`src/rtl/cdb_arbiter_pkg.sv`:
```
// cdb_arbiter_pkg: shared CDB types, sizes and requester indices for the CDB arbiter.
package cdb_arbiter_pkg;
    localparam int NUM_CDB_ENTRIES = 3;
    localparam int RO_BUFFER_ENTRIES = 16;
    localparam int TAG_W = $clog2(RO_BUFFER_ENTRIES);
    localparam int CDB_NUM_REQ = 6;
    typedef enum logic [2:0] {
        REQ_ALU0,
        REQ_ALU1,
        REQ_ALU2,
        REQ_ALU3,
        REQ_CMP,
        REQ_LSU
    } req_idx_e;
    typedef struct packed {
        logic valid;
        logic [TAG_W-1:0] tag;
        logic [31:0] value;
    } cdb_entry_t;
    typedef cdb_entry_t [NUM_CDB_ENTRIES-1:0] cdb_t;
endpackage

```
`src/rtl/cdb_arbiter_if.sv`:
```
// cdb_arbiter_if: producer request/grant bundle plus registered CDB broadcast.
// CDB_ARB_STATS_EN adds the stall statistics outputs.
interface cdb_arbiter_if import cdb_arbiter_pkg::*; #(
    parameter int N_REQ = CDB_NUM_REQ
);
    logic flush;
    logic [N_REQ-1:0] req_valid;
    logic [N_REQ-1:0][TAG_W-1:0] req_tag;
    logic [N_REQ-1:0][31:0] req_value;
    logic [N_REQ-1:0] req_ready;
    cdb_t cdb_o;
    logic arb_busy;
`ifdef CDB_ARB_STATS_EN
    logic [N_REQ-1:0][15:0] stall_cnt;
    logic [7:0] max_wait;
    modport master (output flush, req_valid, req_tag, req_value,
                    input req_ready, cdb_o, arb_busy, stall_cnt, max_wait);
    modport slave (input flush, req_valid, req_tag, req_value,
                   output req_ready, cdb_o, arb_busy, stall_cnt, max_wait);
`else
    modport master (output flush, req_valid, req_tag, req_value,
                    input req_ready, cdb_o, arb_busy);
    modport slave (input flush, req_valid, req_tag, req_value,
                   output req_ready, cdb_o, arb_busy);
`endif
endinterface

```
`src/rtl/cdb_arbiter_rr_multi_pick.sv`:
```
// rr_multi_pick: combinational round-robin pick of up to K requesters starting at ptr.
module rr_multi_pick #(
    parameter int N = 6,
    parameter int K = 3,
    localparam int IW = $clog2(N)
) (
    input  logic [N-1:0] req,
    input  logic [IW-1:0] ptr,
    output logic [N-1:0] grant,
    output logic [K-1:0] lane_vld,
    output logic [K-1:0][IW-1:0] lane_idx,
    output logic [IW-1:0] last
);
    logic [N-1:0] rot, rem;
    logic [IW-1:0] pos, idx;
    logic found;

    function automatic logic [IW-1:0] unrot(input logic [IW-1:0] p, input logic [IW-1:0] base);
        logic [IW:0] s;
        s = {1'b0, p} + {1'b0, base};
        return (s >= (IW+1)'(N)) ? IW'(s - (IW+1)'(N)) : IW'(s);
    endfunction

    // rot[j] is requester (ptr+j) mod N, so scan order becomes plain LSB-first
    always_comb begin
        rot = N'({req, req} >> ptr);
        rem = rot;
        grant = '0;
        lane_vld = '0;
        lane_idx = '0;
        last = '0;
        pos = '0;
        idx = '0;
        found = 1'b0;
        for (int k = 0; k < K; k++) begin
            pos = '0;
            found = 1'b0;
            for (int b = N - 1; b >= 0; b--) begin
                if (rem[b]) begin
                    pos = IW'(b);
                    found = 1'b1;
                end
            end
            idx = unrot(pos, ptr);
            if (found) begin
                rem[pos] = 1'b0;
                lane_vld[k] = 1'b1;
                lane_idx[k] = idx;
                grant[idx] = 1'b1;
                last = idx;
            end
        end
    end
endmodule

```
`src/rtl/cdb_arbiter.sv`:
```
// cdb_arbiter: round-robin multi-lane arbiter registering producer results onto the CDB.
// CDB_ARB_STATS_EN adds per-requester stall counters and a max consecutive-wait register.
module cdb_arbiter import cdb_arbiter_pkg::*; #(
    parameter int N_REQ = CDB_NUM_REQ
) (
    input logic clk,
    input logic rst,
    cdb_arbiter_if.slave bus
);
    localparam int NUM_LANES = NUM_CDB_ENTRIES;
    localparam int IW = $clog2(N_REQ);
    logic [N_REQ-1:0] grant;
    logic [NUM_LANES-1:0] lane_vld;
    logic [NUM_LANES-1:0][IW-1:0] lane_idx;
    logic [IW-1:0] last, rr_ptr;
    cdb_t cdb_nx;

    rr_multi_pick #(.N(N_REQ), .K(NUM_LANES)) u_pick (
        .req(bus.req_valid),
        .ptr(rr_ptr),
        .grant(grant),
        .lane_vld(lane_vld),
        .lane_idx(lane_idx),
        .last(last)
    );

    assign bus.req_ready = (rst || bus.flush) ? '0 : grant;

    always_comb begin
        cdb_nx = '0;
        for (int k = 0; k < NUM_LANES; k++) begin
            cdb_nx[k].valid = lane_vld[k];
            cdb_nx[k].tag = lane_vld[k] ? bus.req_tag[lane_idx[k]] : '0;
            cdb_nx[k].value = lane_vld[k] ? bus.req_value[lane_idx[k]] : '0;
        end
    end

    always_ff @(posedge clk) begin
        if (rst || bus.flush) begin
            bus.cdb_o <= '0;
            rr_ptr <= '0;
            bus.arb_busy <= 1'b0;
        end else begin
            bus.cdb_o <= cdb_nx;
            if (|grant) rr_ptr <= (last == IW'(N_REQ - 1)) ? '0 : last + 1'b1;
            bus.arb_busy <= $countones(bus.req_valid) > NUM_LANES;
        end
    end

`ifdef CDB_ARB_STATS_EN
    logic [N_REQ-1:0] stalled;
    logic [N_REQ-1:0][7:0] run, run_nx;
    logic [7:0] max_nx;

    assign stalled = bus.req_valid & ~bus.req_ready;

    always_comb begin
        run_nx = '0;
        max_nx = bus.max_wait;
        for (int i = 0; i < N_REQ; i++) begin
            run_nx[i] = stalled[i] ? ((run[i] == 8'hFF) ? 8'hFF : run[i] + 8'd1) : 8'd0;
            max_nx = (run_nx[i] > max_nx) ? run_nx[i] : max_nx;
        end
    end

    // statistics survive flush; only reset clears them
    always_ff @(posedge clk) begin
        if (rst) begin
            bus.stall_cnt <= '0;
            run <= '0;
            bus.max_wait <= '0;
        end else begin
            for (int i = 0; i < N_REQ; i++)
                if (stalled[i] && bus.stall_cnt[i] != 16'hFFFF) bus.stall_cnt[i] <= bus.stall_cnt[i] + 16'd1;
            run <= run_nx;
            bus.max_wait <= max_nx;
        end
    end
`endif
endmodule

```
`src/flat_wrapper.sv`:
```
// flat-port wrapper written by rule: the top's interface ports become plain ports
module cdb_arbiter_flat import cdb_arbiter_pkg::*;
#(
    parameter int N_REQ = CDB_NUM_REQ
)
  (clk, rst, bus_flush, bus_req_valid, bus_req_tag, bus_req_value, bus_req_ready, bus_cdb_o, bus_arb_busy);
  cdb_arbiter_if #(.N_REQ(N_REQ)) bus_i ();
  input logic clk;
  input logic rst;
  input wire logic [$bits(bus_i.flush)-1:0] bus_flush;
  input wire logic [$bits(bus_i.req_valid)-1:0] bus_req_valid;
  input wire logic [$bits(bus_i.req_tag)-1:0] bus_req_tag;
  input wire logic [$bits(bus_i.req_value)-1:0] bus_req_value;
  output wire logic [$bits(bus_i.req_ready)-1:0] bus_req_ready;
  output wire logic [$bits(bus_i.cdb_o)-1:0] bus_cdb_o;
  output wire logic [$bits(bus_i.arb_busy)-1:0] bus_arb_busy;
  assign bus_i.flush = bus_flush;
  assign bus_i.req_valid = bus_req_valid;
  assign bus_i.req_tag = bus_req_tag;
  assign bus_i.req_value = bus_req_value;
  assign bus_req_ready = bus_i.req_ready;
  assign bus_cdb_o = bus_i.cdb_o;
  assign bus_arb_busy = bus_i.arb_busy;
  cdb_arbiter #(.N_REQ(N_REQ)) u_core (.clk(clk), .rst(rst), .bus(bus_i));
endmodule
```
`config.mk`:
```
export PLATFORM = sky130hd
export DESIGN_NAME = cdb_arbiter_flat
export DESIGN_NICKNAME = d
export VERILOG_FILES = /design/src/rtl/cdb_arbiter_pkg.sv /design/src/rtl/cdb_arbiter_if.sv /design/src/rtl/cdb_arbiter_rr_multi_pick.sv /design/src/rtl/cdb_arbiter.sv /design/src/flat_wrapper.sv
export SDC_FILE = /design/constraint.sdc
export NUM_CORES = 1
export LEC_CHECK = 0
export CELL_PAD_IN_SITES_DETAIL_PLACEMENT = 0
export CELL_PAD_IN_SITES_GLOBAL_PLACEMENT = 1
export CORE_MARGIN = 2
export CORE_UTILIZATION = 36
export CTS_BUF_LIST = sky130_fd_sc_hd__clkbuf_4 sky130_fd_sc_hd__clkbuf_8
export CTS_CLUSTER_SIZE = 24
export DETAILED_ROUTE_END_ITERATION = 10
export GPL_TIMING_DRIVEN = 1
export PLACE_DENSITY = 0.86
export SYNTH_ARGS = -nofsm -noshare
export SYNTH_HDL_FRONTEND = slang
export SYNTH_SLANG_ARGS = --single-unit
export TNS_END_PERCENT = 50
```
`constraint.sdc`:
```
create_clock -name clk -period 14.2 [get_ports clk]
set_input_delay 4.26 -clock clk [delete_from_list [all_inputs] [get_ports clk]]
set_output_delay 4.26 -clock clk [all_outputs]
set_load 0.02 [all_outputs]
```
* Word-level counts from Yosys, hierarchy flattened
Cells that the tools add are included.
Operators by class: mux-type cells 76, $lt $le $gt $ge 17, bitwise gates (word level) 9, $add $sub $neg 12, equality and inequality tests 1, reductions and logical operators 10, shift-type cells 1
Operator list (count):
- binary-select mux 32 bit (select 3 bit) | 3
- two-way mux 32 bit | 3
- two-way mux 3 bit | 27
- adder 32 bit | 2
- binary-select mux 4 bit (select 3 bit) | 3
- two-way mux 6 bit | 6
- > comparator 32 x 3 -> 1 bit, second input constant | 1
- < comparator 3 x 4 -> 1 bit, second input constant | 8
- two-way mux 1 bit | 26
- demux 1 bit (select 3 bit) | 5
- greater-or-equal comparator 3 x 1 -> 1 bit, second input constant | 5
- adder 3 x 3 -> 4 bit | 3
- AND 6 bit | 2
- greater-or-equal comparator 4 x 3 -> 1 bit, second input constant | 3
- two-way mux 4 bit | 3
- inverter 6 bit | 2
- bitwise OR 6 bit | 2
- right shift 12 x 3 -> 6 bit | 1
- subtractor 3 bit, second input constant | 3
- adder 1 x 1 -> 2 bit | 3
- OR reduction 2 bit | 3
- OR reduction 6 bit | 1
- logical AND 1 bit | 5
- adder 3 x 1 -> 3 bit, second input constant | 1
- other kinds (3) | 5
Storage, ports and cells: input bits 225, register bits after elaboration 115, logic and storage cells 137, output and inout port bits 118

* Depth between registers and ports, before layout
Gate-level depths: netlist (run 1).
depth in word-level cells 43, gate-level depth with buffers 25, mapped depth without buffers 21

* Modules after synthesis
A second synthesis (run 1) with hierarchy kept.
Second synthesis, totals: cells, all modules 1069, area, all modules 9733.1 um^2
Modules (own cells, without submodules):
- cdb_arbiter | seq. area each 2302.2 um^2, cells each 890, area an instance 8353.0 um^2, times used 1
- rr_multi_pick | seq. area each 0.0 um^2, cells each 179, area an instance 1380.1 um^2, times used 1

* Worst setup path after synthesis (run 1)
No wires, ideal clock.
path type input-to-output, start point input bus_req_valid[5], end point output bus_req_ready[5], path slack 2.184 ns, path buffers 1, data arrival time 7.756 ns, stages 14, required time 9.940 ns, path through mux2i_1 -> mux2i_2 -> a2111oi_4 -> o22ai_1 -> a2111oi_0 -> ha_1 -> xnor2_1 -> nand2_1 -> nor2_1 -> a21o_1 -> o221ai_1 -> clkbuf_1 -> o22a_1 -> a21oi_1
Between the ends: longest elaborated chain between the ends 43, elaborated cells between the ends (all ways) 86, classes of those cells 6 x add/sub; 13 x order compare; 1 x shift; 55 x mux; 6 x bitwise; 5 x reduce/logical
RTL lines:
- from (decl) | line flat_wrapper.sv:11 | input wire logic [$bits(bus_i.req_valid)-1:0] bus_req_valid;
- right shift 12 x 3 -> 6 bit * | line cdb_arbiter_rr_multi_pick.sv:26 | rot = N'({req, req} >> ptr);
- two-way mux 3 bit (6 in series) | line cdb_arbiter_rr_multi_pick.sv:39 | if (rem[b]) begin
- < comparator 3 x 4 -> 1 bit (implied by the code) or greater-or-equal comparator 3 x 1 -> 1 bit (tied branches) | line cdb_arbiter_rr_multi_pick.sv:46 | rem[pos] = 1'b0;
- logical AND 1 bit (implied by the code) | line cdb_arbiter_rr_multi_pick.sv:46
- two-way mux 1 bit (implied by the code) | line cdb_arbiter_rr_multi_pick.sv:46
- demux 1 bit (select 3 bit) | line cdb_arbiter_rr_multi_pick.sv:46
- inverter 6 bit (no source line)
- AND 6 bit (no source line)
- (+22 left out)
- two-way mux 3 bit | line cdb_arbiter_rr_multi_pick.sv:21 | return (s >= (IW+1)'(N)) ? IW'(s - (IW+1)'(N)) : IW'(s);
- < comparator 3 x 4 -> 1 bit (implied by the code) or greater-or-equal comparator 3 x 1 -> 1 bit (tied branches) | line cdb_arbiter_rr_multi_pick.sv:49 | grant[idx] = 1'b1;
- logical AND 1 bit (implied by the code) | line cdb_arbiter_rr_multi_pick.sv:49
- two-way mux 1 bit (implied by the code) | line cdb_arbiter_rr_multi_pick.sv:49
- demux 1 bit (select 3 bit) | line cdb_arbiter_rr_multi_pick.sv:49
- bitwise OR 6 bit (no source line)
- two-way mux 6 bit * | line cdb_arbiter_rr_multi_pick.sv:45 | if (found) begin
- two-way mux 6 bit * | line cdb_arbiter.sv:27 | assign bus.req_ready = (rst || bus.flush) ? '0 : grant;
- to (decl) | line flat_wrapper.sv:14 | output wire logic [$bits(bus_i.req_ready)-1:0] bus_req_ready;
Every way passes the cells marked *; elsewhere a longest branch is shown, timed or not.

* Final worst setup path (run 1)
start point input bus_req_valid[4], end point output bus_req_ready[5]
Same word-level chain as after synthesis.

==> results of run 1 <==
[placed cells by master, fill, tap and decap left out, types with 4 or more instances in the layout]
cell,netlist,final
o211ai_1,5,5
nand2b_1,6,5
nor2_4,0,4
o21ai_0,16,13
buf_4,1,19
nor3_1,5,5
mux2i_1,154,154
clkinvlp_4,0,4
ha_1,12,11
nand2_1,243,238
nor2_1,67,63
fa_1,4,4
clkinv_2,0,4
a21oi_1,53,53
a31oi_1,75,75
clkbuf_8,0,18
mux2_2,40,40
nand2_2,2,7
dfxtp_1,115,115
o22a_1,5,5
inv_6,0,4
or2_2,4,4
diode_2,0,14
o21a_1,72,72
nor2b_1,8,8
clkdlybuf4s50_1,0,342
nand3_1,5,5
a21o_1,6,6
o221ai_1,74,73
o22ai_1,46,46
xnor2_1,7,7
inv_1,4,4
mux2i_2,6,6
[cell type report]
type / instances / area (µm²) / area share, %
Timing Repair Buffer: 361 / 3570 / 26.3
Clock inverter: 14 / 103 / 0.757
Sequential cell: 115 / 2300 / 17.0
Tap cell: 335 / 419 / 3.09
Clock buffer: 18 / 248 / 1.83
Inverter: 4 / 15.0 / 0.111
Multi-Input combinational cell: 982 / 6870 / 50.7
Antenna cell: 14 / 35.0 / 0.258
[flip-flops by register name (all words and copies together), names as in the netlist]
name	count
u_core.bus.cdb_o	111
u_core.bus.arb_busy	1
u_core.rr_ptr	3
[layer usage]
layer,wire [µm],vias to the layer above,part of all wire (%)
li1,-,5093,-
met1,18100,5354,41
met2,20700,662,46
met3,4020,141,9.0
met4,1880,0,4.2
met5,0,-,0
[kinds of logic (layout without fill, tap and decap cells)]
logic type                 count (synthesis)  in the layout  synth area share (%)
DFF                                      115            115                  24.2
AOI/OAI and AO/OA                        393            393                  29.8
xor gates and xnor gates                   9              9                 0.828
and+or+nand+nor                          363            363                  16.0
muxes                                    201            201                  22.0
buffers and inverters                    110            397                  4.73
other                                      0             14                     0
adders and majority gates                 16             16                  2.42
[metrics by stage]
stage	cells	util, %	hold slack [ns]
CTS	1829	52.0	0.542
detailed placement	1797	50.7	0.530
global route	1842	52.2	0.559
finish	1843	52.2	0.538
global placement	1797	50.7	0.521
floorplan	1207	-	0.910
[worst max-delay path, stage by stage]
cell and delay [ns]:
clkdlybuf4s50_1 0.63, mux2i_2 0.42, o22ai_1 0.21, nor3_2 0.65, o21ai_0 0.22, a32oi_1 0.24, o21ai_0 0.14, ha_2 0.22
fa_1 0.38, xnor2_1 0.38, nand2_1 0.10, nor2_1 0.23, a21o_1 0.17, o221ai_4 0.17, o22a_1 0.26, a21oi_1 0.14
clkdlybuf4s50_1 0.62
[cells in the mapped netlist (5+ instances only)]
master,count,area share [%]
a21o_1,6,0.47
a21oi_1,53,2.8
a31oi_1,75,4.9
buf_1,12,0.47
buf_2,20,1.1
clkbuf_1,71,2.8
dfxtp_1,115,24
ha_1,12,1.6
mux2_2,40,4.7
mux2i_1,154,16
mux2i_2,6,0.87
nand2_1,243,9.6
nand2b_1,6,0.39
nand3_1,5,0.26
nor2_1,67,2.6
nor2b_1,8,0.53
nor3_1,5,0.26
o211ai_1,5,0.39
o21a_1,72,5.7
o21ai_0,16,0.84
o221ai_1,74,6.8
o22a_1,5,0.46
o22ai_1,46,3.0
xnor2_1,7,0.64
[worst max-delay path by stage]
| stage | end |
|---|---|
| finish | bus_req_ready[5] |
| global placement | bus_req_ready[5] |
| floorplan | bus_req_ready[5] |
| detailed placement | bus_req_ready[5] |
| CTS | bus_req_ready[5] |
| global route | bus_req_ready[5] |
[power groups by stage]
stage	registers [W]	logic, W	clock network, W
after floorplan	0.000649	0.00202	0
after global placement	0.000496	0.00323	0
after detailed placement	0.000495	0.00324	0
after CTS	0.000490	0.00326	0.000302
after global routing	0.000501	0.00350	0.000314
final	0.000490	0.00331	0.000297
==> results.py, run 1 <==
metrics = {
    "status": {
        "run_status": "complete, no violations",
    },
    "yosys": {
        "synth_warnings": 0,
        "syn-cell-area_um2": 9520,
        "syn-num-nets": 1448,
        "synthCells": 1207,
        "synthArstFlopShare_pct": 0,
        "synth-edff-count": 0,
        "synth-seq-cells": 115,
        "synth-seq-area-share_pct": 24.2,
        "ys_types": 76,
        "synth_top_flop_cell": "dfxtp_1",
        "syn_area_per_cell_um2": 7.89,
    },
    "cts": {
        "clk_pin_slew_ns": 0.08,
        "post_cts_buffers": 0,
        "numClockSinks": 115,
        "cts_resized": 0,
        "cts_tree": "built",
        "numCtsBuffers": 17,
        "cts_max_path_buffers": 2,
        "cts-hold-fix-buffers": 0,
        "htreeDepth": 4,
        "cts_root_buf": "clkbuf_8",
        "clk_latency_ns": 0.46,
    },
    "setup_path": {
        "rr_startpoint": "u_core.rr_ptr[2]$_SDFFE_PN0P_",
        "cp.required_ns": 9.94,
        "cp-end-kind": "output port",
        "critPathLaunch": "bus_req_valid[4]",
        "path_class": "in2out",
        "startpoint_type": "primary input",
        "arrival_ns": 9.44,
        "path_max_fanout": 12,
        "r2r-end": "u_core.bus.cdb_o[78]$_SDFF_PP0_",
        "reg2regPathDepth": 15,
        "rrSetupSlack_ns": 7.60,
    },
    "flow_run": {
        "maxCapViolations": 0,
    },
    "sta": {
        "fmax_mhz": 73.0,
        "post-route-min-period_ns": 13.70,
        "fin_worst_skew_ns": 0.0142,
        "relSlewSlack_pct": 22.4,
        "period_share_pct": 96.5,
        "setup_ws_ns": 0.498,
        "hold_viol": 0,
        "setup_viol": 0,
        "rsz0062_at_grt": "false",
        "final_max_slew_viol_count": 0,
        "worst_pin_slew_ns": 1.16,
        "finalSetupTns_ns": 0,
    },
    "placement": {
        "dp_hpwl_mm": 29.4,
        "io_buffers": 342,
        "place_ws_ns": 0.561,
        "dpl_cell_area_um2": 13200,
        "gp_congestion": 0.877,
    },
    "final_layout": {
        "final_layout_size_suffix_gt1_share_pct": 9.30,
        "syn2layout_area_growth_pct": 42.4,
        "nFillCells": 2420,
        "layout.nets": 1722,
        "fin_area_um2": 13600,
    },
    "floorplanning": {
        "die_x_um": 167,
        "die_area_um2": 27800,
        "rows": 59,
        "initial_core_util_pct": 36.6,
        "core-area_um2": 26000,
        "io_pins": 343,
        "die_y_um": 167,
    },
    "global_route": {
        "grt_pass1_wl_mm": 66.3,
        "grt_pass1_vias": 10952,
        "grt_use_met1_pct": 38.2,
        "track_usage_pct": 30.7,
        "grt_max_degree": 48,
        "antenna_found_initial": 13,
        "overflow": 0,
        "grtUsageMet2_pct": 49.0,
        "grt.met3_usage_pct": 7.77,
        "top_usage_layer": "met2",
    },
    "pwr": {
        "p_leak_nw": 5.44,
        "combPwrFrac_pct": 80.8,
        "p_int_w": 0.00184,
        "seqPwrFrac_pct": 12.0,
        "switching_share_pct": 55.1,
        "p_switching_w": 0.00226,
        "ir_drop_uv": 230,
        "powerDensity_nw_per_um2": 302,
        "p_total_w": 0.00409,
        "power_frac_clock_pct": 7.3,
    },
    "route": {
        "ant_nets": 0,
        "drc": 0,
        "vias_per_cell": 6.10,
        "wl_per_cell_um": 24.3,
        "drt-initial-drc-count": 1297,
        "drtPass1Iterations": 6,
        "totalWireLength_mm": 44.7,
        "vias": 11250,
    },
    "worst_hold_path": {
        "holdPathEnd": "u_core.rr_ptr[1]$_SDFFE_PN0P_",
        "hold_path.startpoint": "u_core.rr_ptr[1]$_SDFFE_PN0P_",
        "hold_path_class": "reg2reg",
        "holdPathStages": 2,
    },
}
No activity file was read; power rests on OpenSTA's default activity.
==> run 2, diff against run 1 <==
GPL_TIMING_DRIVEN = not set   (was 1)
==> results of run 2 <==
Final layout, timing and power as in run 1 (identical DEF).
